$ cat src/rtl/fetch_unit_if.sv
// rtl/fetch_unit_if.sv - Wishbone classic read bus between the fetch master and the instruction ROM.
interface wishbone_if;
    logic        cycle;
    logic        strobe;
    logic [31:0] address;
    logic        ack;
    logic [31:0] data_out;

    modport master (output cycle, output strobe, output address, input ack, input data_out);
    modport slave  (input cycle, input strobe, input address, output ack, output data_out);
endinterface

$ cat src/rtl/fetch_unit.sv
// rtl/fetch_unit.sv - Instruction fetch: Wishbone read master, PC/instruction FIFO, redirect flush.
// Optional performance counters are built when FETCH_PERF_EN is defined.
module fetch_unit #(
    parameter logic [31:0] RESET_PC   = 32'h0000_0000,
    parameter int          FIFO_DEPTH = 2
) (
    input  logic        clk,
    input  logic        reset,
    wishbone_if.master  wishbone,
    input  logic        redirect_valid,
    input  logic [31:0] redirect_pc,
    output logic        instr_valid,
    input  logic        instr_ready,
    output logic [31:0] instr_data,
    output logic [31:0] instr_pc,
    output logic [31:0] perf_fetched,
    output logic [15:0] perf_discarded
);
    localparam int PW = $clog2(FIFO_DEPTH);
    localparam int CW = $clog2(FIFO_DEPTH + 1);
    localparam logic [CW-1:0] DEPTH_C = CW'(FIFO_DEPTH);

    typedef enum logic [1:0] {IDLE, REQ, DISCARD} state_t;

    state_t        state, state_next;
    logic          bus_active;
    logic [31:0]   bus_addr;
    logic [31:0]   fetch_pc, fetch_pc_next, redirect_target;
    logic [CW-1:0] count, count_next, count_push;
    logic [PW-1:0] rd_ptr, wr_ptr;
    logic          push, pop, drop;
    logic [31:0]   mem_pc   [FIFO_DEPTH];
    logic [31:0]   mem_data [FIFO_DEPTH];
    logic          unused_redirect_bits;

    assign unused_redirect_bits = ^redirect_pc[1:0];
    assign redirect_target = {redirect_pc[31:2], 2'b00};

    assign wishbone.cycle   = bus_active;
    assign wishbone.strobe  = bus_active;
    assign wishbone.address = bus_addr;

    assign instr_valid = (count != '0);
    assign instr_data  = instr_valid ? mem_data[rd_ptr] : 32'h0;
    assign instr_pc    = instr_valid ? mem_pc[rd_ptr]   : 32'h0;

    assign pop        = instr_valid && instr_ready && !redirect_valid;
    assign count_push = count + CW'(1) - CW'(pop);

    always_comb begin
        state_next = state;
        push       = 1'b0;
        drop       = 1'b0;
        case (state)
            IDLE: begin
                if (!redirect_valid && count < DEPTH_C)
                    state_next = REQ;
            end
            REQ: begin
                if (redirect_valid) begin
                    drop       = wishbone.ack;
                    state_next = wishbone.ack ? IDLE : DISCARD;
                end else if (wishbone.ack) begin
                    push       = 1'b1;
                    state_next = (count_push < DEPTH_C) ? REQ : IDLE;
                end
            end
            DISCARD: begin
                // The stale response is consumed even if another redirect lands on it.
                if (wishbone.ack) begin
                    drop       = 1'b1;
                    state_next = IDLE;
                end
            end
            default: state_next = IDLE;
        endcase

        if (redirect_valid)
            fetch_pc_next = redirect_target;
        else if (push)
            fetch_pc_next = fetch_pc + 32'd4;
        else
            fetch_pc_next = fetch_pc;

        if (redirect_valid)
            count_next = '0;
        else
            count_next = count + CW'(push) - CW'(pop);
    end

    always_ff @(posedge clk) begin
        if (reset) begin
            state      <= IDLE;
            bus_active <= 1'b0;
            bus_addr   <= RESET_PC;
            fetch_pc   <= RESET_PC;
            count      <= '0;
            rd_ptr     <= '0;
            wr_ptr     <= '0;
        end else begin
            state      <= state_next;
            bus_active <= (state_next != IDLE);
            fetch_pc   <= fetch_pc_next;
            count      <= count_next;
            // An accepted request keeps its address until the slave acknowledges it.
            if (!(state != IDLE && !wishbone.ack))
                bus_addr <= fetch_pc_next;
            if (redirect_valid) begin
                rd_ptr <= '0;
                wr_ptr <= '0;
            end else begin
                if (push)
                    wr_ptr <= wr_ptr + PW'(1);
                if (pop)
                    rd_ptr <= rd_ptr + PW'(1);
            end
        end
    end

    always_ff @(posedge clk) begin
        if (push) begin
            mem_pc[wr_ptr]   <= fetch_pc;
            mem_data[wr_ptr] <= wishbone.data_out;
        end
    end

`ifdef FETCH_PERF_EN
    logic [31:0] fetched_q;
    logic [15:0] discarded_q;

    always_ff @(posedge clk) begin
        if (reset) begin
            fetched_q   <= '0;
            discarded_q <= '0;
        end else begin
            if (pop)
                fetched_q <= fetched_q + 32'd1;
            if (drop && discarded_q != 16'hFFFF)
                discarded_q <= discarded_q + 16'd1;
        end
    end

    assign perf_fetched   = fetched_q;
    assign perf_discarded = discarded_q;
`else
    assign perf_fetched   = 32'h0;
    assign perf_discarded = 16'h0;
`endif
endmodule

$ cat src/flat_wrapper.sv
// flat-port wrapper written by rule: the top's interface ports become plain ports
module fetch_unit_flat 
#(
    parameter logic [31:0] RESET_PC   = 32'h0000_0000,
    parameter int          FIFO_DEPTH = 2
)
  (clk, reset, redirect_valid, redirect_pc, instr_valid, instr_ready, instr_data, instr_pc, perf_fetched, perf_discarded, wishbone_cycle, wishbone_strobe, wishbone_address, wishbone_ack, wishbone_data_out);
  wishbone_if wishbone_i ();
  input  logic clk;
  input  logic reset;
  input  logic redirect_valid;
  input  logic [31:0] redirect_pc;
  output logic instr_valid;
  input  logic instr_ready;
  output logic [31:0] instr_data;
  output logic [31:0] instr_pc;
  output logic [31:0] perf_fetched;
  output logic [15:0] perf_discarded;
  output wire logic [$bits(wishbone_i.cycle)-1:0] wishbone_cycle;
  output wire logic [$bits(wishbone_i.strobe)-1:0] wishbone_strobe;
  output wire logic [$bits(wishbone_i.address)-1:0] wishbone_address;
  input wire logic [$bits(wishbone_i.ack)-1:0] wishbone_ack;
  input wire logic [$bits(wishbone_i.data_out)-1:0] wishbone_data_out;
  assign wishbone_cycle = wishbone_i.cycle;
  assign wishbone_strobe = wishbone_i.strobe;
  assign wishbone_address = wishbone_i.address;
  assign wishbone_i.ack = wishbone_ack;
  assign wishbone_i.data_out = wishbone_data_out;
  fetch_unit #(.RESET_PC(RESET_PC), .FIFO_DEPTH(FIFO_DEPTH)) u_core (.clk(clk), .reset(reset), .wishbone(wishbone_i), .redirect_valid(redirect_valid), .redirect_pc(redirect_pc), .instr_valid(instr_valid), .instr_ready(instr_ready), .instr_data(instr_data), .instr_pc(instr_pc), .perf_fetched(perf_fetched), .perf_discarded(perf_discarded));
endmodule
$ cat config.mk
export PLATFORM = sky130hd
export DESIGN_NAME = fetch_unit_flat
export DESIGN_NICKNAME = d
export VERILOG_FILES = /design/src/rtl/fetch_unit_if.sv /design/src/rtl/fetch_unit.sv /design/src/flat_wrapper.sv
export SDC_FILE = /design/constraint.sdc
export NUM_CORES = 1
export LEC_CHECK = 0
export CAP_MARGIN = 25
export CORE_MARGIN = 3
export CORE_UTILIZATION = 25
export CTS_BUF_LIST = sky130_fd_sc_hd__clkbuf_16
export DETAILED_ROUTE_END_ITERATION = 10
export SETUP_SLACK_MARGIN = 0.3
export SLEW_MARGIN = 5
export SYNTH_ARGS = -nofsm -noshare
export SYNTH_HDL_FRONTEND = slang
export SYNTH_SLANG_ARGS = --single-unit
$ cat constraint.sdc
create_clock -name clk -period 11.29 [get_ports clk]
set_input_delay 1.6935 -clock clk [delete_from_list [all_inputs] [get_ports clk]]
set_output_delay 1.6935 -clock clk [all_outputs]
set_load 0.01 [all_outputs]
==> impl_metrics.tcl <==
set metrics [dict create \
    period_share 0.394 \
    wl_per_cell_microns 17.0 \
    fin_cells 1300 \
    arrival_ps 2760 \
    fin_crit_ps 4450 \
    ioPinCount 216 \
    post-cts-setup-buffer-count 0 \
    htreeDepth 4 \
    crit_chain "buf_4 -> mux2i_1 -> nor2_1 -> clkdlybuf4s50_1" \
    clkSinkCount 200 \
    clockPowerShare 0.399 \
    vias_per_cell 4.27 \
    power_density_nw_per_um2 142 \
    io_buffers 165 \
    synth_cell_type_count 49 \
    antenna_found_initial 0 \
    postRouteAntennaNets 0 \
    grt_pass1_vias 5482 \
    drt-initial-drc-count 334 \
    die-width_microns 189 \
    dp_hpwl_mm 15.0 \
    power_frac_comb 0.077 \
    p_sw_w 0.000402 \
    clk_pin_slew_ps 90 \
    synth-simple-area-share 0.121 \
    r2r_slack_ps 8690 \
    p_int_w 0.00116 \
    remaining_drc_errors 0 \
    max_cap_violations 0 \
    slowest_delay_ps 720 \
    synthAdderAreaFrac 0.00598 \
    postRouteWirelength_mm 22.1 \
    post_cts_resized 0 \
    synth_compound_area_frac 0.0692 \
    p_seq_frac 0.523 \
    hold_violations 0 \
    cts_hold_buf 0 \
    cts_buffers 17 \
    crit_path_start_kind "register" \
    placed_area_sq_um 10300 \
    rsz0062_at_grt "no" \
    core_sq_um 32800 \
    ys_warn_count 0 \
    cp.required_ps 9600 \
    layout_common_cells "165 x clkdlybuf4s50_1, 128 x edfxtp_1, 107 x nor2_1, 71 x dfxtp_1, 69 x mux2i_1" \
    diodes 0 \
    area_delta_synth_final_pct 31.3 \
    leakagePower_nw 3.65 \
    crit_fanout 36 \
    clockBufferDepth 2 \
    final_cell_area_sq_um 11000 \
    syn_area_per_cell_sq_um 12.2 \
    drv_slew 0 \
    synth-seq-cells 200 \
    grt_use_total 0.124 \
    die_h_microns 189 \
    place_inst 1266 \
    fp-row-count 66 \
    dieArea_sq_um 35700 \
    start_util 0.255 \
    cts-root-buf "clkbuf_16" \
    drive_gt1_frac 0.0653 \
    clk_latency_ps 450 \
    grt_start_max_net_pins 65 \
    crit_path_end_kind "output port" \
    synth-seq-area-share 0.631 \
    sw_frac_of_total 0.257 \
    slew_headroom 0.356 \
    nFillCells 3336 \
    slowest_stage "dfxtp_4" \
    synth-edff-count 128 \
    synth_mux_area_frac 0.0838 \
    synth_ff_type "edfxtp_1" \
    final_common_cell "clkdlybuf4s50_1" \
    grt_overflow 0 \
    fin_worst_hold_slack_ps 449 \
    drt_first_pass_iters 5 \
    grt_pass1_wl_mm 33.6 \
    synthArstFlopShare 0 \
    synth_top_family_by_area "simple AND/OR/NAND/NOR gates" \
    nNetsFinal 918 \
    fmax_mhz 225 \
    syn-cell-area_sq_um 8380 \
    netlist_instances 687 \
    power_w 0.00156 \
    place_congestion 0.766 \
    worst_pin_slew_ps 957 \
    vias 5553 \
    ir_drop_uv 112 \
    setup_violations 0 \
    outcome "finished clean" \
    synth_xor_area_frac 0.0230 \
    cts_tree "yes" \
    skew_ps 18.6 \
    hold_path_class "register to register" \
    path_class "register to output port" \
    setup_tns_ps 0 \
]
==> power groups by stage <==
| stage | clock network, W | logic, W | registers (W) |
|---|---|---|---|
| 2_1_floorplan | 0 | 0.0000639 | 0.000833 |
| 3_3_place_gp | 0 | 0.000120 | 0.000835 |
| 3_5_place_dp | 0 | 0.000121 | 0.000836 |
| 4_1_cts | 0.000649 | 0.000122 | 0.000819 |
| 5_1_grt | 0.000673 | 0.000132 | 0.000822 |
| 6_report | 0.000625 | 0.000121 | 0.000819 |
==> state kept, by name, indices dropped and copies added, names as in the netlist, named ones only <==
name and cells:
u_core.mem_data 64, u_core.mem_pc 64, u_core.fetch_pc 32, u_core.wishbone.address 32, u_core.count 2, u_core.state 2, u_core.rd_ptr 1, u_core.wishbone.cycle 1
u_core.wr_ptr 1
==> cell type report <==
type                       instances  area, sq um  area share
inverter                          11         41.3     0.00375
sequential                       200         5290       0.481
tap                              442          553      0.0503
multi-input combinational        439         2740       0.249
clock inverter                    15          179      0.0163
clock buffer                      17          425      0.0387
timing repair buffer             176         1770       0.161
==> layer usage <==
layer / GRT usage / part of all wire / wire, microns
met1: 0.156 / 0.43 / 9590
met2: 0.205 / 0.48 / 10700
met3: 0.0402 / 0.068 / 1510
met4: 0.0347 / 0.015 / 333
met5: 0 / 0 / 0
==> worst paths after layout <==
| kind | from | to | cells past startpoint |
|---|---|---|---|
| worst max-delay path | register | instr_pc[23] | 4 |
| worst min-delay path | u_core.fetch_pc[0] | u_core.mem_pc[1][0] | 0 |
| worst min register to register | u_core.fetch_pc[0] | u_core.mem_pc[1][0] | 0 |
| worst max register to register | u_core.fetch_pc[3] | u_core.wishbone.address[20] | 6 |
==> critical path, delay by kind of cell (launching register included) <==
family,cells,cell delay (ps)
muxes,1,160
DFF,1,720
and+or+nand+nor,1,190
buffers and inverters,2,1210
==> kinds of logic (layout without fill, tap and decap cells) <==
family,count (synthesis),after routing
and+or+nand+nor,214,214
buffers and inverters,95,219
AOI/OAI and AO/OA,81,81
DFF,200,200
adders and majority gates,4,4
xor gates and xnor gates,22,22
muxes,70,70
other,1,48
==> per-stage QoR <==
| step | utilization | worst slack (ps) |
|---|---|---|
| floorplan | - | 6010 |
| global placement | 0.315 | 6580 |
| detailed placement | 0.316 | 6530 |
| CTS | 0.334 | 6670 |
| global route | 0.335 | 6630 |
| finish | 0.335 | 6840 |
==> cell usage after synthesis, drive strengths merged, types with 2 or more instances <==
library cell | instances | area share
edfxtp | 128 | 0.46
inv | 9 | 0.0040
nor4 | 11 | 0.0090
a32oi | 9 | 0.0094
nand2 | 30 | 0.013
and3 | 3 | 0.0022
clkinv | 2 | 0.00090
o22a | 7 | 0.0073
xnor2 | 9 | 0.0094
o31ai | 6 | 0.0054
o31a | 3 | 0.0031
a21oi | 8 | 0.0048
nand2b | 4 | 0.0030
a211oi | 15 | 0.013
ha | 4 | 0.0060
nand4 | 11 | 0.0082
buf | 62 | 0.051
dfxtp | 72 | 0.17
xor2 | 13 | 0.014
a311oi | 2 | 0.0028
mux2i | 69 | 0.082
and4 | 6 | 0.0063
nor3 | 9 | 0.0054
clkbuf | 22 | 0.0099
and2 | 9 | 0.0067
o21ai | 17 | 0.010
a31oi | 4 | 0.0030
nand3 | 16 | 0.0096
or2 | 2 | 0.0015
o22ai | 2 | 0.0015
nor2 | 109 | 0.049
or4 | 3 | 0.0036
Note: power is estimated with default switching activity, not from simulation.
